File: src/rtl/store_queue_if.sv
// Store queue port bundle: issue side, CDB snoop, flush control and the
// head-of-queue request toward the ROB/memory bus.
interface store_queue_if #(
    parameter int DEPTH  = 8,
    parameter int TAG_W  = 5,
    parameter int ADDR_W = 23
);
    localparam int CNT_W = $clog2(DEPTH + 1);

    logic                      flush;
    logic                      keep_en;
    logic [TAG_W-1:0]          keep_tag;
    logic                      issue;
    logic [TAG_W-1:0]          issue_tag;
    logic [15:0]               immed_in;
    logic [31:0]               Vj_in;
    logic [TAG_W-1:0]          Qj_in;
    logic [31:0]               Vstore_in;
    logic [TAG_W-1:0]          Qstore_in;
    logic                      cdb_en;
    logic [TAG_W-1:0]          cdb_tag;
    logic [31:0]               cdb_data;
    logic                      bus_granted;
    logic                      full;
    logic [CNT_W-1:0]          count;
    logic                      req_bus;
    logic [TAG_W+ADDR_W:0]     addr_out;
    logic [32+TAG_W+31:0]      data_out;

    modport master (
        output flush, keep_en, keep_tag, issue, issue_tag, immed_in,
               Vj_in, Qj_in, Vstore_in, Qstore_in,
               cdb_en, cdb_tag, cdb_data, bus_granted,
        input  full, count, req_bus, addr_out, data_out
    );

    modport slave (
        input  flush, keep_en, keep_tag, issue, issue_tag, immed_in,
               Vj_in, Qj_in, Vstore_in, Qstore_in,
               cdb_en, cdb_tag, cdb_data, bus_granted,
        output full, count, req_bus, addr_out, data_out
    );
endinterface

File: src/rtl/store_queue.sv
// In-order store queue: circular FIFO of pending stores that snoop the CDB
// for their base/data operands and leave strictly from the head once both
// are ready. A flush can truncate the queue just after a kept entry.
module store_queue #(
    parameter int DEPTH  = 8,
    parameter int TAG_W  = 5,
    parameter int ADDR_W = 23
) (
    input  logic          clk,
    input  logic          rst,
    store_queue_if.slave  sq
);
    localparam int IDX_W = $clog2(DEPTH);
    localparam int PTR_W = IDX_W + 1;
    localparam int CNT_W = $clog2(DEPTH + 1);

    // Pointers carry one extra wrap bit so full and empty are distinguishable.
    logic [PTR_W-1:0] head_reg, tail_reg;
    logic [PTR_W-1:0] head_next, tail_next;
    logic [PTR_W-1:0] count_int;
    logic [IDX_W-1:0] head_idx, tail_idx;

    logic [DEPTH-1:0]             entry_valid;
    logic [DEPTH-1:0][TAG_W-1:0]  tag_arr, qj_arr, qs_arr;
    logic [DEPTH-1:0][31:0]       vj_arr, vs_arr;
    logic [DEPTH-1:0][15:0]       imm_arr;

    logic             full_int, nonempty, req_int;
    logic             pop, issue_acc;
    logic             byp_j, byp_s;
    logic             keep_hit;
    logic [PTR_W-1:0] keep_off;
    logic [31:0]      head_addr;
    logic             unused_addr;

    assign head_idx  = head_reg[IDX_W-1:0];
    assign tail_idx  = tail_reg[IDX_W-1:0];
    assign count_int = tail_reg - head_reg;
    assign full_int  = (count_int == PTR_W'(DEPTH));
    assign nonempty  = (count_int != '0);

    // Head may only leave once both of its operands have been resolved.
    assign req_int   = nonempty && (qj_arr[head_idx] == '0) && (qs_arr[head_idx] == '0);
    assign pop       = sq.bus_granted && req_int;
    assign issue_acc = sq.issue && !full_int && !sq.flush;

    // An operand produced on the CDB in the issue cycle is taken directly.
    assign byp_j = sq.cdb_en && (sq.Qj_in != '0) && (sq.Qj_in == sq.cdb_tag);
    assign byp_s = sq.cdb_en && (sq.Qstore_in != '0) && (sq.Qstore_in == sq.cdb_tag);

    genvar gi;
    generate
        for (gi = 0; gi < DEPTH; gi++) begin : g_entry
            logic [IDX_W-1:0] off;
            logic             wr, hit_j, hit_s;
            logic [TAG_W-1:0] tag_reg, qj_reg, qs_reg;
            logic [31:0]      vj_reg, vs_reg;
            logic [15:0]      imm_reg;

            // Position relative to head decides whether this slot is live.
            assign off              = IDX_W'(gi) - head_idx;
            assign entry_valid[gi]  = ({1'b0, off} < count_int);
            assign wr               = issue_acc && (tail_idx == IDX_W'(gi));
            assign hit_j            = entry_valid[gi] && sq.cdb_en &&
                                      (qj_reg != '0) && (qj_reg == sq.cdb_tag);
            assign hit_s            = entry_valid[gi] && sq.cdb_en &&
                                      (qs_reg != '0) && (qs_reg == sq.cdb_tag);

            // Operand tags: set on issue, cleared when the producer broadcasts.
            always_ff @(posedge clk or posedge rst) begin
                if (rst) begin
                    qj_reg <= '0;
                    qs_reg <= '0;
                end else if (wr) begin
                    qj_reg <= byp_j ? '0 : sq.Qj_in;
                    qs_reg <= byp_s ? '0 : sq.Qstore_in;
                end else begin
                    if (hit_j) qj_reg <= '0;
                    if (hit_s) qs_reg <= '0;
                end
            end

            // Payload: captured on issue, operand values filled in from the CDB.
            always_ff @(posedge clk) begin
                if (wr) begin
                    tag_reg <= sq.issue_tag;
                    imm_reg <= sq.immed_in;
                    vj_reg  <= byp_j ? sq.cdb_data : sq.Vj_in;
                    vs_reg  <= byp_s ? sq.cdb_data : sq.Vstore_in;
                end else begin
                    if (hit_j) vj_reg <= sq.cdb_data;
                    if (hit_s) vs_reg <= sq.cdb_data;
                end
            end

            assign tag_arr[gi] = tag_reg;
            assign qj_arr[gi]  = qj_reg;
            assign qs_arr[gi]  = qs_reg;
            assign vj_arr[gi]  = vj_reg;
            assign vs_arr[gi]  = vs_reg;
            assign imm_arr[gi] = imm_reg;
        end
    endgenerate

    // Find the youngest live entry matching keep_tag; a head popping this cycle is excluded.
    always_comb begin
        keep_hit = 1'b0;
        keep_off = '0;
        for (int k = 0; k < DEPTH; k++) begin
            if ((PTR_W'(k) < count_int) && !(pop && (k == 0)) &&
                (tag_arr[head_idx + IDX_W'(k)] == sq.keep_tag)) begin
                keep_hit = 1'b1;
                keep_off = PTR_W'(k);
            end
        end
    end

    // Next pointers: flush rewinds the tail and overrides any issue.
    always_comb begin
        head_next = head_reg + PTR_W'(pop);
        if (sq.flush) begin
            tail_next = (sq.keep_en && keep_hit) ? (head_reg + keep_off + PTR_W'(1))
                                                 : head_next;
        end else begin
            tail_next = tail_reg + PTR_W'(issue_acc);
        end
    end

    // Pointer registers.
    always_ff @(posedge clk or posedge rst) begin
        if (rst) begin
            head_reg <= '0;
            tail_reg <= '0;
        end else begin
            head_reg <= head_next;
            tail_reg <= tail_next;
        end
    end

    assign head_addr   = vj_arr[head_idx] + {{16{imm_arr[head_idx][15]}}, imm_arr[head_idx]};
    assign unused_addr = ^head_addr;

    assign sq.full     = full_int;
    assign sq.count    = CNT_W'(count_int);
    assign sq.req_bus  = req_int;
    assign sq.addr_out = nonempty ? {tag_arr[head_idx], head_addr[31], head_addr[ADDR_W+1:2]}
                                  : '0;
    assign sq.data_out = nonempty ? {vj_arr[head_idx], tag_arr[head_idx], vs_arr[head_idx]}
                                  : '0;
endmodule

File: src/flat_wrapper.sv
// flat-port wrapper written by rule: the top's interface ports become plain ports
module store_queue_flat 
#(
    parameter int DEPTH  = 8,
    parameter int TAG_W  = 5,
    parameter int ADDR_W = 23
)
  (clk, rst, sq_flush, sq_keep_en, sq_keep_tag, sq_issue, sq_issue_tag, sq_immed_in, sq_Vj_in, sq_Qj_in, sq_Vstore_in, sq_Qstore_in, sq_cdb_en, sq_cdb_tag, sq_cdb_data, sq_bus_granted, sq_full, sq_count, sq_req_bus, sq_addr_out, sq_data_out);
  store_queue_if #(.DEPTH(DEPTH), .TAG_W(TAG_W), .ADDR_W(ADDR_W)) sq_i ();
  input  logic clk;
  input  logic rst;
  input wire logic [$bits(sq_i.flush)-1:0] sq_flush;
  input wire logic [$bits(sq_i.keep_en)-1:0] sq_keep_en;
  input wire logic [$bits(sq_i.keep_tag)-1:0] sq_keep_tag;
  input wire logic [$bits(sq_i.issue)-1:0] sq_issue;
  input wire logic [$bits(sq_i.issue_tag)-1:0] sq_issue_tag;
  input wire logic [$bits(sq_i.immed_in)-1:0] sq_immed_in;
  input wire logic [$bits(sq_i.Vj_in)-1:0] sq_Vj_in;
  input wire logic [$bits(sq_i.Qj_in)-1:0] sq_Qj_in;
  input wire logic [$bits(sq_i.Vstore_in)-1:0] sq_Vstore_in;
  input wire logic [$bits(sq_i.Qstore_in)-1:0] sq_Qstore_in;
  input wire logic [$bits(sq_i.cdb_en)-1:0] sq_cdb_en;
  input wire logic [$bits(sq_i.cdb_tag)-1:0] sq_cdb_tag;
  input wire logic [$bits(sq_i.cdb_data)-1:0] sq_cdb_data;
  input wire logic [$bits(sq_i.bus_granted)-1:0] sq_bus_granted;
  output wire logic [$bits(sq_i.full)-1:0] sq_full;
  output wire logic [$bits(sq_i.count)-1:0] sq_count;
  output wire logic [$bits(sq_i.req_bus)-1:0] sq_req_bus;
  output wire logic [$bits(sq_i.addr_out)-1:0] sq_addr_out;
  output wire logic [$bits(sq_i.data_out)-1:0] sq_data_out;
  assign sq_i.flush = sq_flush;
  assign sq_i.keep_en = sq_keep_en;
  assign sq_i.keep_tag = sq_keep_tag;
  assign sq_i.issue = sq_issue;
  assign sq_i.issue_tag = sq_issue_tag;
  assign sq_i.immed_in = sq_immed_in;
  assign sq_i.Vj_in = sq_Vj_in;
  assign sq_i.Qj_in = sq_Qj_in;
  assign sq_i.Vstore_in = sq_Vstore_in;
  assign sq_i.Qstore_in = sq_Qstore_in;
  assign sq_i.cdb_en = sq_cdb_en;
  assign sq_i.cdb_tag = sq_cdb_tag;
  assign sq_i.cdb_data = sq_cdb_data;
  assign sq_i.bus_granted = sq_bus_granted;
  assign sq_full = sq_i.full;
  assign sq_count = sq_i.count;
  assign sq_req_bus = sq_i.req_bus;
  assign sq_addr_out = sq_i.addr_out;
  assign sq_data_out = sq_i.data_out;
  store_queue #(.DEPTH(DEPTH), .TAG_W(TAG_W), .ADDR_W(ADDR_W)) u_core (.clk(clk), .rst(rst), .sq(sq_i));
endmodule
File: config.mk
export PLATFORM = sky130hd
export DESIGN_NAME = store_queue_flat
export DESIGN_NICKNAME = d
export VERILOG_FILES = /design/src/rtl/store_queue_if.sv /design/src/rtl/store_queue.sv /design/src/flat_wrapper.sv
export SDC_FILE = /design/constraint.sdc
export NUM_CORES = 2
export LEC_CHECK = 0
export BUFFER_PORTS_ARGS = -buffer_cell sky130_fd_sc_hd__buf_2
export CAP_MARGIN = 10
export CORE_ASPECT_RATIO = 0.9
export CORE_UTILIZATION = 48
export DETAILED_ROUTE_END_ITERATION = 6
export GPL_TIMING_DRIVEN = 0
export PLACE_DENSITY = 0.68
export REMOVE_ABC_BUFFERS = 1
export SYNTH_ARGS = -nofsm -noshare
export SYNTH_HDL_FRONTEND = slang
export SYNTH_SLANG_ARGS = --single-unit
File: constraint.sdc
create_clock -name clk -period 5.9 [get_ports clk]
set_clock_uncertainty 0.15 [all_clocks]
set_input_delay 1.18 -clock clk [delete_from_list [all_inputs] [get_ports clk]]
set_output_delay 1.18 -clock clk [all_outputs]
set_load 0.1 [all_outputs]
Yosys cells after proc, flatten, opt, wreduce, memory -nomap -nowiden
Index checks and enable logic that the tools add are counted.

storage, ports and cells
  bits in latches = 0
  register bits after elaboration = 768
  output and inout bits = 104
  memory bits (writable) = 0
  word-level logic and storage cells = 350
  bits of input ports = 144
  ROM bits = 0
  memories kept = 0

cells by class
  div/mod/pow operators = 0
  add/sub/neg operators = 21
  muxes and demuxes = 113
  shift-type cells = 0
  equal/unequal tests = 34
  order comparisons = 24
  bitwise gates (word level) = 0
  reduce and logical (&&, ||, !) cells = 108
  multipliers = 0

operator list
  kind                   number
  $mux W32               36
  $mux W5                44
  $bmux W32 S3           2
  $bmux W5 S3            10
  $eq A5 B5 Y1           26
  $reduce_bool A5 Y1     18
  $mux W69               1
  $logic_and A1 B1 Y1    67
  $bmux W16 S3           1
  $add A32 B32 Y32       1
  $lt A3 B4 Y1           8
  $lt A3 B4 Y1 const B   8
  $reduce_bool A2 Y1     16
  $mux W29               1
  $lt A3 B4 Y1 const A   4
  $mux W16               1
  $add A3 B3 Y3 const B  4
  $eq A3 B3 Y1 const B   4
  $mux W3                4
  $sub A3 B3 Y3 const A  4
  $logic_not A5 Y1       2
  $mux W1                9
  $add A4 B1 Y4          2
  $lt A1 B4 Y1 const A   2
  16 further kinds       25

Depth between registers and ports, before layout
  word-level depth = 20
  gate-level depth with buffers = 23
  mapped depth without buffers = 18

Worst setup path after synthesis
OpenSTA, ideal clock, no wires.

  path kind = register -> output
  start = reg u_core.head_reg[0]
  end = out sq_addr_out[15]
  path slack = -2.219 ns
  data required time = 4.570 ns
  buffers on the path = 7
  arrival = 6.789 ns
  stages on the path, launching flop included = 21
  cell sequence = dfrtp_1 buf_6 buf_6 buf_4 buf_6 clkbuf_1 buf_1 buf_2 mux4_2 nand2_1 nand2_1 ha_1 a21o_1 a21o_1 a221o_1 a21o_1 a21o_1 o211ai_1 a31oi_1 o21ai_0 nor3b_1

on the way
  cells in the longest elaborated chain, start to end = 4
  elaborated cells on any way between the ends = 8
  classes of those cells = add/sub: 2; mux: 5; reduce/logical: 1

ends and longest elaborated chain
  what                                                               RTL line            RTL
  start, declared                                                    store_queue.sv:18   logic [PTR_W-1:0] head_reg, tail_reg;
  start signal, assigned                                             store_queue.sv:135  head_reg <= head_next;
  $bmux W32 S3 / $bmux W16 S3 (equally long branches)                store_queue.sv:140  assign head_addr = vj_arr[head_idx] + {{16{imm_arr[head_idx][15]}}, imm_arr[head_idx]};
  $mux W32 (implied by the code) / $mux W16 (equally long branches)  store_queue.sv:140
  $add A32 B32 Y32                                                   store_queue.sv:140
  $mux W29 *                                                         store_queue.sv:146  assign sq.addr_out = nonempty ? {tag_arr[head_idx], head_addr[31], head_addr[ADDR_W+1:2]}
  end, declared                                                      flat_wrapper.sv:29  output wire logic [$bits(sq_i.addr_out)-1:0] sq_addr_out;

Every way passes the cells marked *; elsewhere a longest branch is shown, timed or not. The select of a mux whose other input is x is not followed.

Worst setup path in the final report
  start = reg u_core.head_reg[0]
  end = out sq_addr_out[19]

The elaborated chain is that of the path after synthesis.

==> run metrics <==
WP data required=4.57 ns; crit path max fanout=6; ys flop type=edfxtp_1; final WL=roughly 120 mm; cells on worst reg2reg path=14; Mapped Area=roughly 41000 um^2; Max clock buf depth=3; violated checks=negative setup slack; Cell Count Post-Placement=4006; main area contributors after synthesis=edfxtp_1, mux2_2, mux4_2; Area Growth Syn to Fin=17.69%; count leader, synth=edfxtp_1; worst skew pair latency=0.65 ns; Max-slew headroom=30.88%; fin cells=4216; Setup crit end kind=output port; min-delay worst type=reg2reg; GRT overflow=0; startpoint types=flop; post-synthesis async set-or-reset flop share=~11%; Tightest Pin Transition=between 1 and 1.5 ns; DIE WIDTH=around 310 um; first-pass GRT wire length=174.9 mm; # rows=101; Sink Count=768; Starting Density=48.49%; CTS tree=done; Synth Area per Inst=14.77 um^2; Period Utilization, post-route=102.1%; Seq/Total Area, Yosys=55.26%; I/O Buffers=about 250; CTS root buf=clkbuf_16; EDFF count, synth=slightly below 700; NumNets Final=3217; Synth top cells by count=edfxtp_1, mux2_2, nand2_1; via total after detailed routing=26560; core area=84420 um^2; final hold vios=0; status=finished, violations left; router iterations before antenna repair=6; Ys Warns=0; Yosys top cell area share=49.88%; gr usage total=between 20% and 30%; clk slew on worst S/H paths=0.06 ns; MaxCap Viol Count=0; die footprint=86460 um^2; worst reg2reg setup slack=approximately 0.30 ns; # IOs=248; PnR worst setup slack=-0.1255 ns; Data arrival, critical path=about 4.7 ns; Setup CP Type=reg2out; hold depth=1; f_max=0.1660 GHz; final critical-path required period=6.025 ns; RSZ-0062 raised after global routing=yes; DRT antenna net count=0; Die H=around 280 um; H-tree levels=3; hold_buf cts=0; crit path from=u_core.head_reg[0]; gpl congestion=0.8637; RR Startpoint=u_core.head_reg[2]; Vias/cell=6.301; setup violators final=10; Remaining DRCs=0; pre-CTS setup slack=-1.033 ns; Netlist cell types=71; #FFs+latches synth=about 770; Avg WL per Cell=28.66 um; min-delay src=u_core.g_entry[1].qs_reg[3]; cts bufs inserted=82; DP HPWL=between 70 and 80 mm; initial antenna violation count=30; vias in the first global route=26820; share of layout cells above drive strength 1=42.85%; top cell type by total area after synthesis=edfxtp_1; Iter 0 DRT Violations=3081; Gate Count Post-Synth=~2800; final core utilization=57.07%; largest net degree at the start of global routing=between 50 and 60; fin. max-slew vios=0
-- per-layer routing --
metal  vias up  track usage (%)  share of wire (%)
met5         -                0               0.16
met4        34            9.334                3.0
met3       241            6.611                9.1
met2      1256            44.59                 48
met1     13750            37.13                 40
li1      11290                -                  -
-- through the flow --
| stage | setup TNS [ns] | hold WS, ns | area (um^2) |
|---|---|---|---|
| 6_report | -0.7267 | 0.3884 | 48180 |
| 5_1_grt | -1.719 | 0.4144 | 48160 |
| 4_1_cts | -0.7590 | 0.3881 | 47850 |
| 3_5_place_dp | -157.05 | 0.3676 | 44090 |
| 3_3_place_gp | - | 0.3677 | 42610 |
| 2_1_floorplan | - | 0.3491 | 39960 |
-- cells in the final DEF, fill, tap and decap left out, types with 16 or more instances in the layout --
| cell | count |
|---|---|
| clkbuf_16 | 84 |
| nand2_2 | 23 |
| buf_16 | 21 |
| nand3_1 | 27 |
| nand4_1 | 24 |
| a21o_1 | 17 |
| a21oi_1 | 101 |
| clkinv_2 | 16 |
| mux4_2 | 210 |
| buf_12 | 48 |
| edfxtp_1 | 680 |
| xnor2_1 | 91 |
| nor2_1 | 58 |
| buf_2 | 233 |
| mux2_2 | 504 |
| xor2_1 | 48 |
| ha_1 | 43 |
| mux2i_1 | 44 |
| nor3_1 | 32 |
| buf_6 | 16 |
| nand2_1 | 213 |
| buf_4 | 33 |
| a22o_1 | 70 |
| dfrtp_1 | 85 |
| o21ai_0 | 32 |
| nor4_1 | 27 |
| inv_1 | 27 |
-- critical path, stage by stage, from the launching register on --
cell	delay (ns)
dfrtp_4	0.54
buf_16	0.17
buf_12	0.12
buf_16	0.13
mux4_2	0.41
nand2_1	0.12
nand2_1	0.14
ha_2	0.30
o31a_1	0.24
a2111o_1	0.60
buf_4	0.20
o21ai_4	0.19
o221ai_2	0.16
a21oi_2	0.17
mux2_4	0.35
buf_12	0.18
-- logic make-up after synthesis --
logic type | synth area share, %
compound gates | 4.722
xor+xnor | 2.995
fa+ha+maj | 1.797
buf+inv | 2.818
flops | 55.26
mux | 26.90
simple gates | 5.508
-- worst paths after layout --
check,end
worst max-delay path,sq_addr_out[19]
worst min-delay path,u_core.g_entry[1].qs_reg[3]
worst max register to register,u_core.g_entry[2].vj_reg[15]
worst min register to register,u_core.g_entry[1].qs_reg[3]
max in group asynchronous,u_core.head_reg[0]
min in group asynchronous,u_core.g_entry[3].qs_reg[3]
-- cell type report --
type / instances / area (um^2)
Tap cell: 1133 / 1418
Multi-Input combinational cell: 1741 / 17640
Clock buffer: 95 / 2122
Antenna cell: 12 / 30.03
Timing Repair inverter: 2 / 17.52
Sequential cell: 768 / 22630
Fill cell: 6558 / 36240
Clock inverter: 44 / 376.6
Timing Repair Buffer: 374 / 3726
Inverter: 47 / 209.0
-- what timing repair did --
action	in CTS	in global routing
cloned	16	1
setup buffers	33	7
pin swaps	20	17
setup endpoints to repair	541	18
gates resized for setup	102	41
Power is left out: the tool's default activity adds up to more than one toggle a clock period on the data nets, which glitch-free logic cannot reach.
